$ cat src/rtl/pll_mgmt_if.sv
// Management port of the PLL reconfig block.
// Registered write channel from the sequencer plus the stall input.
interface pll_mgmt_if;
    logic        write;
    logic [5:0]  address;
    logic [31:0] writedata;
    logic        waitrequest;

    modport master (
        output write,
        output address,
        output writedata,
        input  waitrequest
    );

    modport slave (
        input  write,
        input  address,
        input  writedata,
        output waitrequest
    );
endinterface

$ cat src/rtl/pll_speed_ctrl.sv
// Game-speed PLL reconfiguration sequencer.
// Writes mode, K and start registers, then waits for relock with timeout.
module pll_speed_ctrl #(
    parameter logic [31:0] K_NATIVE     = 32'd2748778984,
    parameter logic [31:0] K_FAST       = 32'd3221912667,
    parameter int unsigned SETTLE       = 16,
    parameter logic [19:0] LOCK_TIMEOUT = 20'hFFFFF
) (
    input  logic        clk,
    input  logic        reset,
    input  logic        speed_sel,
    input  logic        pll_locked,
    pll_mgmt_if.master  mgmt,
    output logic        core_hold,
    output logic        busy,
    output logic        error
);
    localparam logic [19:0] SETTLE_W = 20'(SETTLE);
    localparam logic [19:0] CNT_MAX  = 20'hFFFFF;

    typedef enum logic [2:0] {
        IDLE, MODE, GAP1, KWR, GAP2, START, WAIT_LOCK, DONE
    } state_t;

    state_t      state, state_n;
    logic [1:0]  sel_ff;
    logic        s_prev;
    logic [2:0]  primed;
    logic [1:0]  lock_ff;
    logic        applied, force_wr, target;
    logic [19:0] cnt;
    logic        write_n, busy_n, error_n;
    logic [5:0]  addr_n;
    logic [31:0] data_n;
    logic        go, start_ok, accept, stable;

    // primed keeps the request unstable until the synchroniser has refilled
    assign stable = primed[2] && (sel_ff[1] == s_prev);
    assign accept = mgmt.write && !mgmt.waitrequest;

    always_ff @(posedge clk or posedge reset) begin
        if (reset) begin
            state          <= IDLE;
            sel_ff         <= '0;
            s_prev         <= 1'b0;
            primed         <= '0;
            lock_ff        <= '0;
            applied        <= 1'b0;
            force_wr       <= 1'b1;
            target         <= 1'b0;
            cnt            <= '0;
            mgmt.write     <= 1'b0;
            mgmt.address   <= '0;
            mgmt.writedata <= '0;
            busy           <= 1'b0;
            core_hold      <= 1'b0;
            error          <= 1'b0;
        end else begin
            state          <= state_n;
            sel_ff         <= {sel_ff[0], speed_sel};
            s_prev         <= sel_ff[1];
            primed         <= {primed[1:0], 1'b1};
            lock_ff        <= {lock_ff[0], pll_locked};
            mgmt.write     <= write_n;
            mgmt.address   <= addr_n;
            mgmt.writedata <= data_n;
            busy           <= busy_n;
            core_hold      <= busy_n;
            error          <= error_n;
            if (go)
                target <= sel_ff[1];
            if (start_ok) begin
                applied  <= target;
                force_wr <= 1'b0;
            end
            if (state != WAIT_LOCK)
                cnt <= '0;
            else if (cnt != CNT_MAX)
                cnt <= cnt + 20'd1;
        end
    end

    always_comb begin
        state_n  = state;
        write_n  = mgmt.write;
        addr_n   = mgmt.address;
        data_n   = mgmt.writedata;
        error_n  = error;
        go       = 1'b0;
        start_ok = 1'b0;
        unique case (state)
            IDLE: begin
                if (stable && ((sel_ff[1] != applied) || force_wr)) begin
                    go      = 1'b1;
                    state_n = MODE;
                    write_n = 1'b1;
                    addr_n  = 6'd0;
                    data_n  = 32'd0;
                end
            end
            MODE: begin
                if (accept) begin
                    state_n = GAP1;
                    write_n = 1'b0;
                end
            end
            GAP1: begin
                state_n = KWR;
                write_n = 1'b1;
                addr_n  = 6'd7;
                data_n  = target ? K_FAST : K_NATIVE;
            end
            KWR: begin
                if (accept) begin
                    state_n = GAP2;
                    write_n = 1'b0;
                end
            end
            GAP2: begin
                state_n = START;
                write_n = 1'b1;
                addr_n  = 6'd2;
                data_n  = 32'd0;
            end
            START: begin
                if (accept) begin
                    start_ok = 1'b1;
                    state_n  = WAIT_LOCK;
                    write_n  = 1'b0;
                end
            end
            WAIT_LOCK: begin
                // lock is checked first so it wins over a same-cycle timeout
                if (cnt >= SETTLE_W && lock_ff[1]) begin
                    state_n = DONE;
                    error_n = 1'b0;
                end else if (cnt == LOCK_TIMEOUT) begin
                    state_n = DONE;
                    error_n = 1'b1;
                end
            end
            DONE: state_n = IDLE;
        endcase
        busy_n = (state_n != IDLE);
    end
endmodule

$ cat src/flat_wrapper.sv
// flat-port wrapper written by rule: the top's interface ports become plain ports
module pll_speed_ctrl_flat 
#(
    parameter logic [31:0] K_NATIVE     = 32'd2748778984,
    parameter logic [31:0] K_FAST       = 32'd3221912667,
    parameter int unsigned SETTLE       = 16,
    parameter logic [19:0] LOCK_TIMEOUT = 20'hFFFFF
)
  (clk, reset, speed_sel, pll_locked, core_hold, busy, error, mgmt_write, mgmt_address, mgmt_writedata, mgmt_waitrequest);
  pll_mgmt_if mgmt_i ();
  input  logic clk;
  input  logic reset;
  input  logic speed_sel;
  input  logic pll_locked;
  output logic core_hold;
  output logic busy;
  output logic error;
  output wire logic [$bits(mgmt_i.write)-1:0] mgmt_write;
  output wire logic [$bits(mgmt_i.address)-1:0] mgmt_address;
  output wire logic [$bits(mgmt_i.writedata)-1:0] mgmt_writedata;
  input wire logic [$bits(mgmt_i.waitrequest)-1:0] mgmt_waitrequest;
  assign mgmt_write = mgmt_i.write;
  assign mgmt_address = mgmt_i.address;
  assign mgmt_writedata = mgmt_i.writedata;
  assign mgmt_i.waitrequest = mgmt_waitrequest;
  pll_speed_ctrl #(.K_NATIVE(K_NATIVE), .K_FAST(K_FAST), .SETTLE(SETTLE), .LOCK_TIMEOUT(LOCK_TIMEOUT)) u_core (.clk(clk), .reset(reset), .speed_sel(speed_sel), .pll_locked(pll_locked), .mgmt(mgmt_i), .core_hold(core_hold), .busy(busy), .error(error));
endmodule
$ cat config.mk
export PLATFORM = sky130hd
export DESIGN_NAME = pll_speed_ctrl_flat
export DESIGN_NICKNAME = d
export VERILOG_FILES = /design/src/rtl/pll_mgmt_if.sv /design/src/rtl/pll_speed_ctrl.sv /design/src/flat_wrapper.sv
export SDC_FILE = /design/constraint.sdc
export NUM_CORES = 1
export LEC_CHECK = 0
export ABC_CLOCK_PERIOD_IN_PS = 2900
export BUFFER_PORTS_ARGS = -buffer_cell sky130_fd_sc_hd__buf_4
export CAP_MARGIN = 20
export CELL_PAD_IN_SITES_DETAIL_PLACEMENT = 1
export CELL_PAD_IN_SITES_GLOBAL_PLACEMENT = 2
export CORE_MARGIN = 4
export CORE_UTILIZATION = 36
export DETAILED_ROUTE_END_ITERATION = 8
export PLACE_DENSITY_LB_ADDON = 0.1
export SLEW_MARGIN = 10
export SYNTH_ARGS = -nofsm -noshare
export SYNTH_HDL_FRONTEND = slang
export SYNTH_SLANG_ARGS = --single-unit
$ cat constraint.sdc
create_clock -name clk -period 2.9 [get_ports clk]
set_input_delay 0.29 -clock clk [delete_from_list [all_inputs] [get_ports clk]]
set_output_delay 0.29 -clock clk [all_outputs]
set_load 0.1 [all_outputs]
==> results of run 1 <==
worst register-to-register path: stages (launching register included):
cell and delay, ns:
dfrtp_1 0.43, ha_1 0.24, and4_4 0.29, and4_1 0.32, nand3_1 0.19, o41ai_1 0.29
nor2_1 0.08
where the power goes:
part	leakage (nW)	switching [mW]	internal (mW)
clock network	0.0687	0.216	0.347
registers	0.540	0.00245	0.577
logic	0.547	0.0720	0.0124
through the flow:
step	cell area [um^2]	util, %	hold slack, ns
after floorplan	2320	-	0.321
after global placement	2390	39.7	0.332
after detailed placement	2390	39.7	0.338
after CTS	2530	41.9	0.0837
after global routing	2560	42.6	0.0722
final	2560	42.6	0.0957
routing by layer:
metal	GRT usage [%]	wire (um)	up-vias
li1	-	-	820
met1	19.6	2380	833
met2	22.5	2320	48
met3	3.57	343	8
met4	4.74	78	0
met5	0	0	-
worst paths after layout:
kind | slack, ns | end | start | depth (start not counted)
hold reg to reg | 0.35 | u_core.sel_ff[1] | u_core.sel_ff[0] | 0
setup / recovery | 0.94 | u_core.cnt[18] | u_core.cnt[1] | 6
min in group asynchronous | 0.53 | u_core.primed[0] | reset | 3
max in group asynchronous | 1.67 | u_core.force_wr | reset | 5
setup reg to reg | 0.94 | u_core.cnt[18] | u_core.cnt[1] | 6
hold / removal | 0.1 | u_core.sel_ff[0] | speed_sel | 1
Yosys cell counts (2+ instances only):
cell type and count:
nor3b_1 2, xor2_1 7, nand2_1 18, or3_1 4, clkbuf_1 5, ha_1 2
nand4_1 8, conb_1 2, a311oi_1 2, xnor2_1 5, o211ai_1 3, and3_1 2
and4_1 3, and4_4 2, nor2_1 19, o31ai_1 2, nand3_1 7, nor3_1 3
o21ai_1 4, nor2b_1 2, mux2_2 2, o21ai_0 13, inv_1 11, a31oi_1 5
buf_4 36, nor4_1 5, dfrtp_1 40, a21oi_1 12
final cells by class:
cell class              instances  area [um^2]
fillers                       707         3460
flip-flops and latches         41         1030
clock buffers                   5         68.8
clock inverters                 3         68.8
well taps                      75         93.8
multi-input cells             155          942
inverters                      11         41.3
repair buffers                 40          323
state kept, by name, summed over array words and instances (netlist names):
register,flops
u_core.applied,1
u_core.cnt,20
u_core.core_hold,1
u_core.error,1
u_core.force_wr,1
u_core.lock_ff,2
u_core.mgmt.address,2
u_core.mgmt.write,1
u_core.mgmt.writedata,2
u_core.primed,3
u_core.s_prev,1
u_core.sel_ff,2
u_core.state,3
u_core.target,1
what timing repair did:
action                    in CTS  in global routing
hold endpoints to repair       0                  6
hold buffers                   0                  1
resized for setup              0                  0
kinds of logic after synthesis:
| family | Yosys count | share of synthesized area, % |
|---|---|---|
| simple gates | 82 | 20.7 |
| buf+inv | 54 | 15.2 |
| compound gates | 46 | 12.1 |
| flops | 41 | 45.0 |
| xor+xnor | 12 | 4.61 |
| fa+ha+maj | 2 | 1.10 |
| other cells | 2 | 0.329 |
| mux | 2 | 0.987 |
==> results_dict.tcl, run 1 <==
set metrics [dict create \
    status "completed" \
    drc 0 \
    synth.area.top_cells "dfrtp_1, buf_4, nor2_1, nand2_1, o21ai_0" \
    endpoint_kind "flop" \
    stdcell_count 330 \
    insertion_delay_ns 0.30 \
    netlist_instances 241 \
    synth-seq-cells 41 \
    ys_seq_area_share_pct 45.0 \
    hold_viol 0 \
    cts_tree "done" \
    avgViaCountPerCell 5.18 \
    detail-route-antenna-nets 0 \
    vdd_drop_max_v 0.000313 \
    grt_usage_pct 14.4 \
    p_leak_nw 1.16 \
    clockBufferDepth 2 \
    cts_num_sinks 41 \
    area_growth_syn_to_layout_pct 12.4 \
    drt_iter0_drc 60 \
    path_delay_family "simple AND/OR/NAND/NOR gates" \
    diodes 0 \
    cp_data_arrival_time_ns 2.14 \
    slowest_stage "dfrtp_1" \
    first_pass_iters 4 \
    die_height_um 87.6 \
    grt_pass1_wl_mm 8.62 \
    dpl.cell_count 320 \
    slowest_delay_ns 0.43 \
    synth_edf_count 0 \
    die_area_um2 7680 \
    final_cell_mix "dfrtp_1, buf_4, nor2_1, nand2_1, o21ai_0" \
    post_cts_buffers 0 \
    pin_count 47 \
    synth.top_cell.area_share_pct 43.9 \
    grt_pass1_vias 1666 \
    rsz0062_at_grt "false" \
    grt-ovfl-total 0 \
    min_path_type "in -> reg" \
    drive_gt1_share_pct 22.0 \
    grt_max_degree 27 \
    slew_viol_final 0 \
    htreeDepth 2 \
    power_density_nw_per_um2 478 \
    initial_core_util_pct 37.9 \
    fin_worst_skew_ns 0.00451 \
    syn_area_per_cell_um2 9.47 \
    clk_pin_slew_ns 0.09 \
    place_ws_ns 0.948 \
    design.core.area_um2 6030 \
    detail_route.wl_per_cell_um 15.5 \
    placementRows 28 \
    crit_chain "ha_1 -> and4_4 -> and4_1 -> nand3_1 -> o41ai_1 -> nor2_1" \
    total_power_mw 1.23 \
    port_buffers 36 \
    synth_warnings 0 \
    synth.distinct_cells 43 \
    synthArstFlopShare_pct 100 \
    crit_path_start_kind "flop" \
    layout_commonest_cell "dfrtp_1" \
    tns_ns 0 \
    required_ns 3.08 \
    setup-violations-final 0 \
    clockRootBuffer "clkbuf_8" \
    clock.fmax_mhz 510 \
    die_x_um 87.6 \
    dp_hpwl_mm 3.71 \
    gp_congestion 0.779 \
    path_max_fanout 7 \
    synth_area_um2 2280 \
    drt_wl_total_mm 5.12 \
    numCtsBuffers 5 \
    max_cap_violations 0 \
    critical_path_class "reg -> reg" \
    critPathBufInv 0 \
    via_count 1709 \
    fin_ws_ns 0.940 \
    fin_crit_sh_pct 67.6 \
    fin_crit_ns 1.96 \
    nets 261 \
    antenna_found_initial 0 \
    yosysTopAreaCell "dfrtp_1" \
    ys.flop_type "dfrtp_1" \
]
(Power assumes the default switching activity.)
==> run 2: changes to the inputs <==
- ABC_AREA: not set -> 1
- ABC_CLOCK_PERIOD_IN_PS: 2900 -> 1840
- CORE_UTILIZATION: 36 -> 32
- clock period: 2.9 -> 1.84 ns (I/O delays scaled with it)
==> results_dict.tcl, run 2 <==
set metrics [dict create \
    status "completed" \
    clockBufferDepth 2 \
    pin_count 47 \
    design.core.area_um2 7290 \
    synth.area.top_cells "dfrtp_1, nand2_1, buf_4, nor2_1, nand3_1" \
    die_height_um 94.8 \
    synthArstFlopShare_pct 100 \
    nFillCells 945 \
    crit_chain "ha_1 -> nand2_2 -> nor2_4 -> nand2_4 -> nor2_4 -> nand3_4 -> o21ai_0" \
    stdcell_count 425 \
    rsz0062_at_grt "false" \
    drt_wl_total_mm 5.72 \
    clockRootBuffer "clkbuf_8" \
    placementRows 31 \
    ys.flop_type "dfrtp_1" \
    slowest_delay_ns 0.42 \
    die_x_um 94.8 \
    grt_usage_pct 13.8 \
    detail_route.wl_per_cell_um 13.5 \
    p_switching_mw 2.84 \
    largest_register_ffs 20 \
    synthTopCellsByCount "nand2_1, dfrtp_1, nor2_1" \
    grt_max_degree 24 \
    grt_pass1_vias 1870 \
    min_path_type "in -> reg" \
    drc 0 \
    largest_register "u_core.cnt" \
    fin_worst_skew_ns 0.00425 \
    fin_crit_ns 1.65 \
    ys_seq_area_share_pct 42.6 \
    synth.distinct_cells 33 \
    critical_path_class "reg -> reg" \
    detail-route-antenna-nets 0 \
    numCtsBuffers 5 \
    final_cell_mix "nand2_1, dfrtp_1, nor2_1, buf_4, inv_1" \
    area_growth_syn_to_layout_pct 12.8 \
    drive_gt1_share_pct 21.2 \
    comb_power_share_pct 58.9 \
    synth_warnings 0 \
    design_area_um2 2720 \
    slew_viol_final 0 \
    yosysTopAreaCell "dfrtp_1" \
    required_ns 2.06 \
    clock.fmax_mhz 606 \
    path_max_fanout 17 \
    insertion_delay_ns 0.30 \
    dpl.cell_count 414 \
    initial_core_util_pct 33.0 \
    synth-seq-cells 41 \
    gp_congestion 0.752 \
    synth_edf_count 0 \
    htreeDepth 2 \
    dp_hpwl_mm 4.47 \
    grt-ovfl-total 0 \
    critPathBufInv 0 \
    clk_pin_slew_ns 0.09 \
    diodes 0 \
    power_density_nw_per_um2 1740 \
    hold_viol 0 \
    reg_top3 "u_core.cnt x20, u_core.primed x3, u_core.state x3" \
    p_clk_share_pct 15.8 \
    max_cap_violations 0 \
    tns_ns 0 \
    worst_slew_pin_slew_ns 0.761 \
    synth_area_um2 2410 \
    port_buffers 36 \
    cts_num_sinks 41 \
    post_dp_cell_area_um2 2570 \
    antenna_found_initial 0 \
    swShare_pct 60.1 \
    vdd_drop_max_v 0.000395 \
    seqCellArea_um2 1030 \
    layout_commonest_cell "nand2_1" \
    cp_data_arrival_time_ns 1.87 \
    first_pass_iters 4 \
    fin_crit_sh_pct 89.7 \
    netlist_instances 306 \
    yosysMostFrequentCell "nand2_1" \
    slowest_stage "dfrtp_1" \
    drt_iter0_drc 130 \
    p_leak_nw 1.40 \
    crit_path_start_kind "flop" \
    endpoint_kind "flop" \
    internal-power_mw 1.88 \
    synth.top_cell.area_share_pct 41.5 \
    setup-violations-final 0 \
    via_count 1912 \
    max_slew_margin_pct 49.0 \
    nets 332 \
    avgViaCountPerCell 4.50 \
    multi_input_area_um2 1020 \
    path_common_cell "nor2_4" \
    path_delay_family "simple AND/OR/NAND/NOR gates" \
    die_area_um2 8980 \
    post_cts_buffers 0 \
    grt_pass1_wl_mm 9.47 \
    syn_area_per_cell_um2 7.88 \
    cts_tree "done" \
    seqPwrFrac_pct 25.3 \
]
[run 2: cell count changes after synthesis, sizes merged, moves of 6 or more]
cell | before | now
clkbuf | 6 | 0
a21oi | 12 | 3
nand2 | 18 | 89
inv | 11 | 28
nand3 | 7 | 23
nor2 | 20 | 44
o21ai | 17 | 11
or2 | 1 | 7
nor4 | 6 | 0
[run 2: stage by stage]
step                hold WS [ns]  util (%)  total power, mW  setup slack [ns]
floorplan                  0.215         -             3.77             0.116
global placement           0.254      35.3             3.99             0.255
detailed placement         0.271      35.3             4.01             0.181
CTS                        0.333      37.3             4.77             0.153
global route               0.367      37.3             4.94            0.0255
finish                     0.348      37.3             4.72             0.189
[run 2: routing by layer]
metal	GRT usage, %	wire, um
met3	2.71	363
met4	4.69	68
met5	0	0
met1	20.6	2920
met2	19.7	2380
[run 2: path summary, 6_finish.rpt]
kind | start | to | slack, ns | depth (start not counted)
max in group asynchronous | reset | u_core.cnt[14] | 0.84 | 4
hold / removal | mgmt_waitrequest | u_core.mgmt.write | 0.35 | 7
hold reg to reg | u_core.lock_ff[0] | u_core.lock_ff[1] | 0.35 | 0
min in group asynchronous | reset | u_core.primed[0] | 0.48 | 3
setup reg to reg | u_core.cnt[0] | u_core.cnt[8] | 0.19 | 7
setup / recovery | u_core.cnt[0] | u_core.cnt[8] | 0.19 | 7
[run 2: power groups by stage]
stage          logic [mW]  registers, mW  clock network [mW]
3_3_place_gp         2.78           1.21                   0
2_1_floorplan        2.24           1.52                   0
4_1_cts              2.80           1.20               0.777
3_5_place_dp         2.79           1.21                   0
5_1_grt              2.90           1.23               0.814
6_report             2.78           1.19               0.747
[run 2: final cells by class]
type,instances,share of cell area [%]
clock inverters,3,1.70
inverters,28,3.87
multi-input cells,208,37.5
clock buffers,5,2.53
flip-flops and latches,41,37.8
repair buffers,41,12.1
well taps,99,4.56
[run 2: cells by family after synthesis]
logic type,share of synthesized area [%]
XOR/XNOR,1.09
other,0.312
adder cells (fa/ha/maj),1.04
buffers and inverters,16.5
AND/OR/NAND/NOR,33.1
AO/OA/AOI/OAI,5.35
flip-flops,42.6
[run 2: timing repair]
action | CTS | global route
hold endpoints to repair | 19 | 0
hold buffers | 3 | 0
resized for setup | 0 | 0
[run 2: tightest hold or removal path: cells and delay by family]
kind	cells	cell delay (ns)
compound gates	1	0.08
simple gates	4	0.25
buf+inv	2	0.11
==> run 3: changes to the inputs <==
- BUFFER_PORTS_ARGS: -buffer_cell sky130_fd_sc_hd__buf_4 -> -buffer_cell sky130_fd_sc_hd__clkbuf_2
==> results_dict.tcl, run 3 (same netlist as run 2, synthesis figures left out) <==
set metrics [dict create \
    initial_core_util_pct 33.0 \
    port_buffers 36 \
    nets 332 \
    place_ws_ns 0.213 \
    hold_viol 0 \
    clock.fmax_mhz 617 \
    wl_met2_mm 2.41 \
    vdd_drop_max_v 0.000444 \
    p_switching_mw 2.82 \
    slowest_stage "dfrtp_1" \
    grt_pass1_wl_mm 9.43 \
    critPathBufInv 0 \
    internal-power_mw 1.77 \
    swShare_pct 61.5 \
    slew_viol_final 0 \
    avgViaCountPerCell 4.42 \
    cts_num_sinks 41 \
    grt_usage_pct 13.8 \
    dp_hpwl_mm 4.36 \
    reg_top3 "u_core.cnt x20, u_core.primed x3, u_core.state x3" \
    path_max_fanout 17 \
    largest_register_ffs 20 \
    seqPwrFrac_pct 25.9 \
    cp_data_arrival_time_ns 1.84 \
    setup-violations-final 0 \
    endpoint_kind "flop" \
    layout_commonest_cell "nand2_1" \
    detail-route-antenna-nets 0 \
    fin_ws_ns 0.220 \
    clk_pin_slew_ns 0.09 \
    detail_route.wl_per_cell_um 13.2 \
    grt_pass1_vias 1867 \
    min_path_type "in -> reg" \
    first_pass_iters 4 \
    die_height_um 94.8 \
    htreeDepth 2 \
    diodes 0 \
    status "completed" \
    met3WireLength_um 275 \
    crit_path_start_kind "flop" \
    fin_util_pct 36.1 \
    power_density_nw_per_um2 1740 \
    top_layer "met4" \
    cts_tree "done" \
    path_common_cell "nor2_4" \
    critical_path_class "reg -> reg" \
    placementRows 31 \
    largest_register "u_core.cnt" \
    nFillCells 922 \
    gp_congestion 0.744 \
    pin_count 47 \
    grt_max_degree 24 \
    drt_wl_total_mm 5.61 \
    crit_chain "ha_1 -> nand2_2 -> nor2_4 -> nand2_4 -> nor2_4 -> nand3_4 -> o21ai_0" \
    max_cap_violations 0 \
    fin_worst_skew_ns 0.00739 \
    antenna_found_initial 0 \
    worst_slew_pin_slew_ns 0.725 \
    insertion_delay_ns 0.30 \
    area_growth_syn_to_layout_pct 9.24 \
    numCtsBuffers 5 \
    fin_crit_sh_pct 88.0 \
    final_cell_mix "nand2_1, dfrtp_1, nor2_1, clkbuf_2, inv_1" \
    design_area_um2 2630 \
    clockRootBuffer "clkbuf_8" \
    required_ns 2.06 \
    via_count 1877 \
    post_cts_buffers 0 \
    p_clk_share_pct 16.9 \
    die_x_um 94.8 \
    design.core.area_um2 7290 \
    path_delay_family "simple AND/OR/NAND/NOR gates" \
    max_slew_margin_pct 51.4 \
    met1_length_mm 2.85 \
    drc 0 \
    tns_ns 0 \
    grt-ovfl-total 0 \
    p_leak_nw 1.37 \
    reg2reg_setup_slack_ns 0.22 \
    drive_gt1_share_pct 21.2 \
    slowest_delay_ns 0.41 \
    fin_crit_ns 1.62 \
    drt_iter0_drc 30 \
    rsz0062_at_grt "false" \
    die_area_um2 8980 \
    comb_power_share_pct 57.2 \
    clockBufferDepth 2 \
    post_dp_cell_area_um2 2480 \
]
-- run 3: changes by cell type in the layout (fill, tap and decap cells not counted) --
cell	change
clkbuf_2	+36
buf_4	-36
clkinv_4	-1
clkbuf_8	+1
-- run 3: path summary, 6_finish.rpt --
path | from | end | cells past startpoint
max reg2reg | u_core.cnt[0] | u_core.cnt[8] | 7
min | mgmt_waitrequest | u_core.mgmt.write | 7
min reg2reg | u_core.sel_ff[0] | u_core.sel_ff[1] | 0
max | u_core.cnt[0] | u_core.cnt[8] | 7
max in group asynchronous | reset | u_core.cnt[11] | 4
min in group asynchronous | reset | u_core.state[2] | 3
-- run 3: final cells by class --
type | count | area, um^2 | share of cell area [%]
Timing Repair Buffer | 41 | 238 | 9.03
Clock buffer | 6 | 82.6 | 3.14
Tap cell | 99 | 124 | 4.71
Multi-Input combinational cell | 208 | 1020 | 38.7
Inverter | 28 | 105 | 3.99
Clock inverter | 2 | 37.5 | 1.43
Sequential cell | 41 | 1030 | 39.0
-- run 3: metrics by stage --
step | hold WS (ns) | cells | total power [mW]
after floorplan | 0.215 | 315 | 3.77
after global placement | 0.228 | 414 | 3.84
after detailed placement | 0.245 | 414 | 3.85
after CTS | 0.338 | 425 | 4.65
after global routing | 0.374 | 425 | 4.82
final | 0.346 | 425 | 4.59
-- run 3: power groups by stage --
stage	Clock, mW	Sequential [mW]	Combinational (mW)
after CTS	0.808	1.19	2.65
after global routing	0.845	1.22	2.75
after global placement	0	1.20	2.63
final	0.776	1.19	2.62
after detailed placement	0	1.21	2.64
after floorplan	0	1.52	2.24
-- run 3: worst reg2reg max path, stage by stage, from the launching register on --
cell and delay, ns:
dfrtp_1 0.41, ha_1 0.29, nand2_2 0.11, nor2_4 0.13
nand2_4 0.09, nor2_4 0.15, nand3_4 0.21, o21ai_0 0.15
-- run 3: timing repair --
item	in CTS	in global routing
hold buffers	3	0
endpoints found under the hold margin	19	0
resized for setup	0	0
-- run 3: layer usage --
layer  global-route usage, %  vias up
met1                    20.0      878
li1                        -      947
met5                       0        -
met2                    20.5       45
met4                    4.33        0
met3                    2.79        7
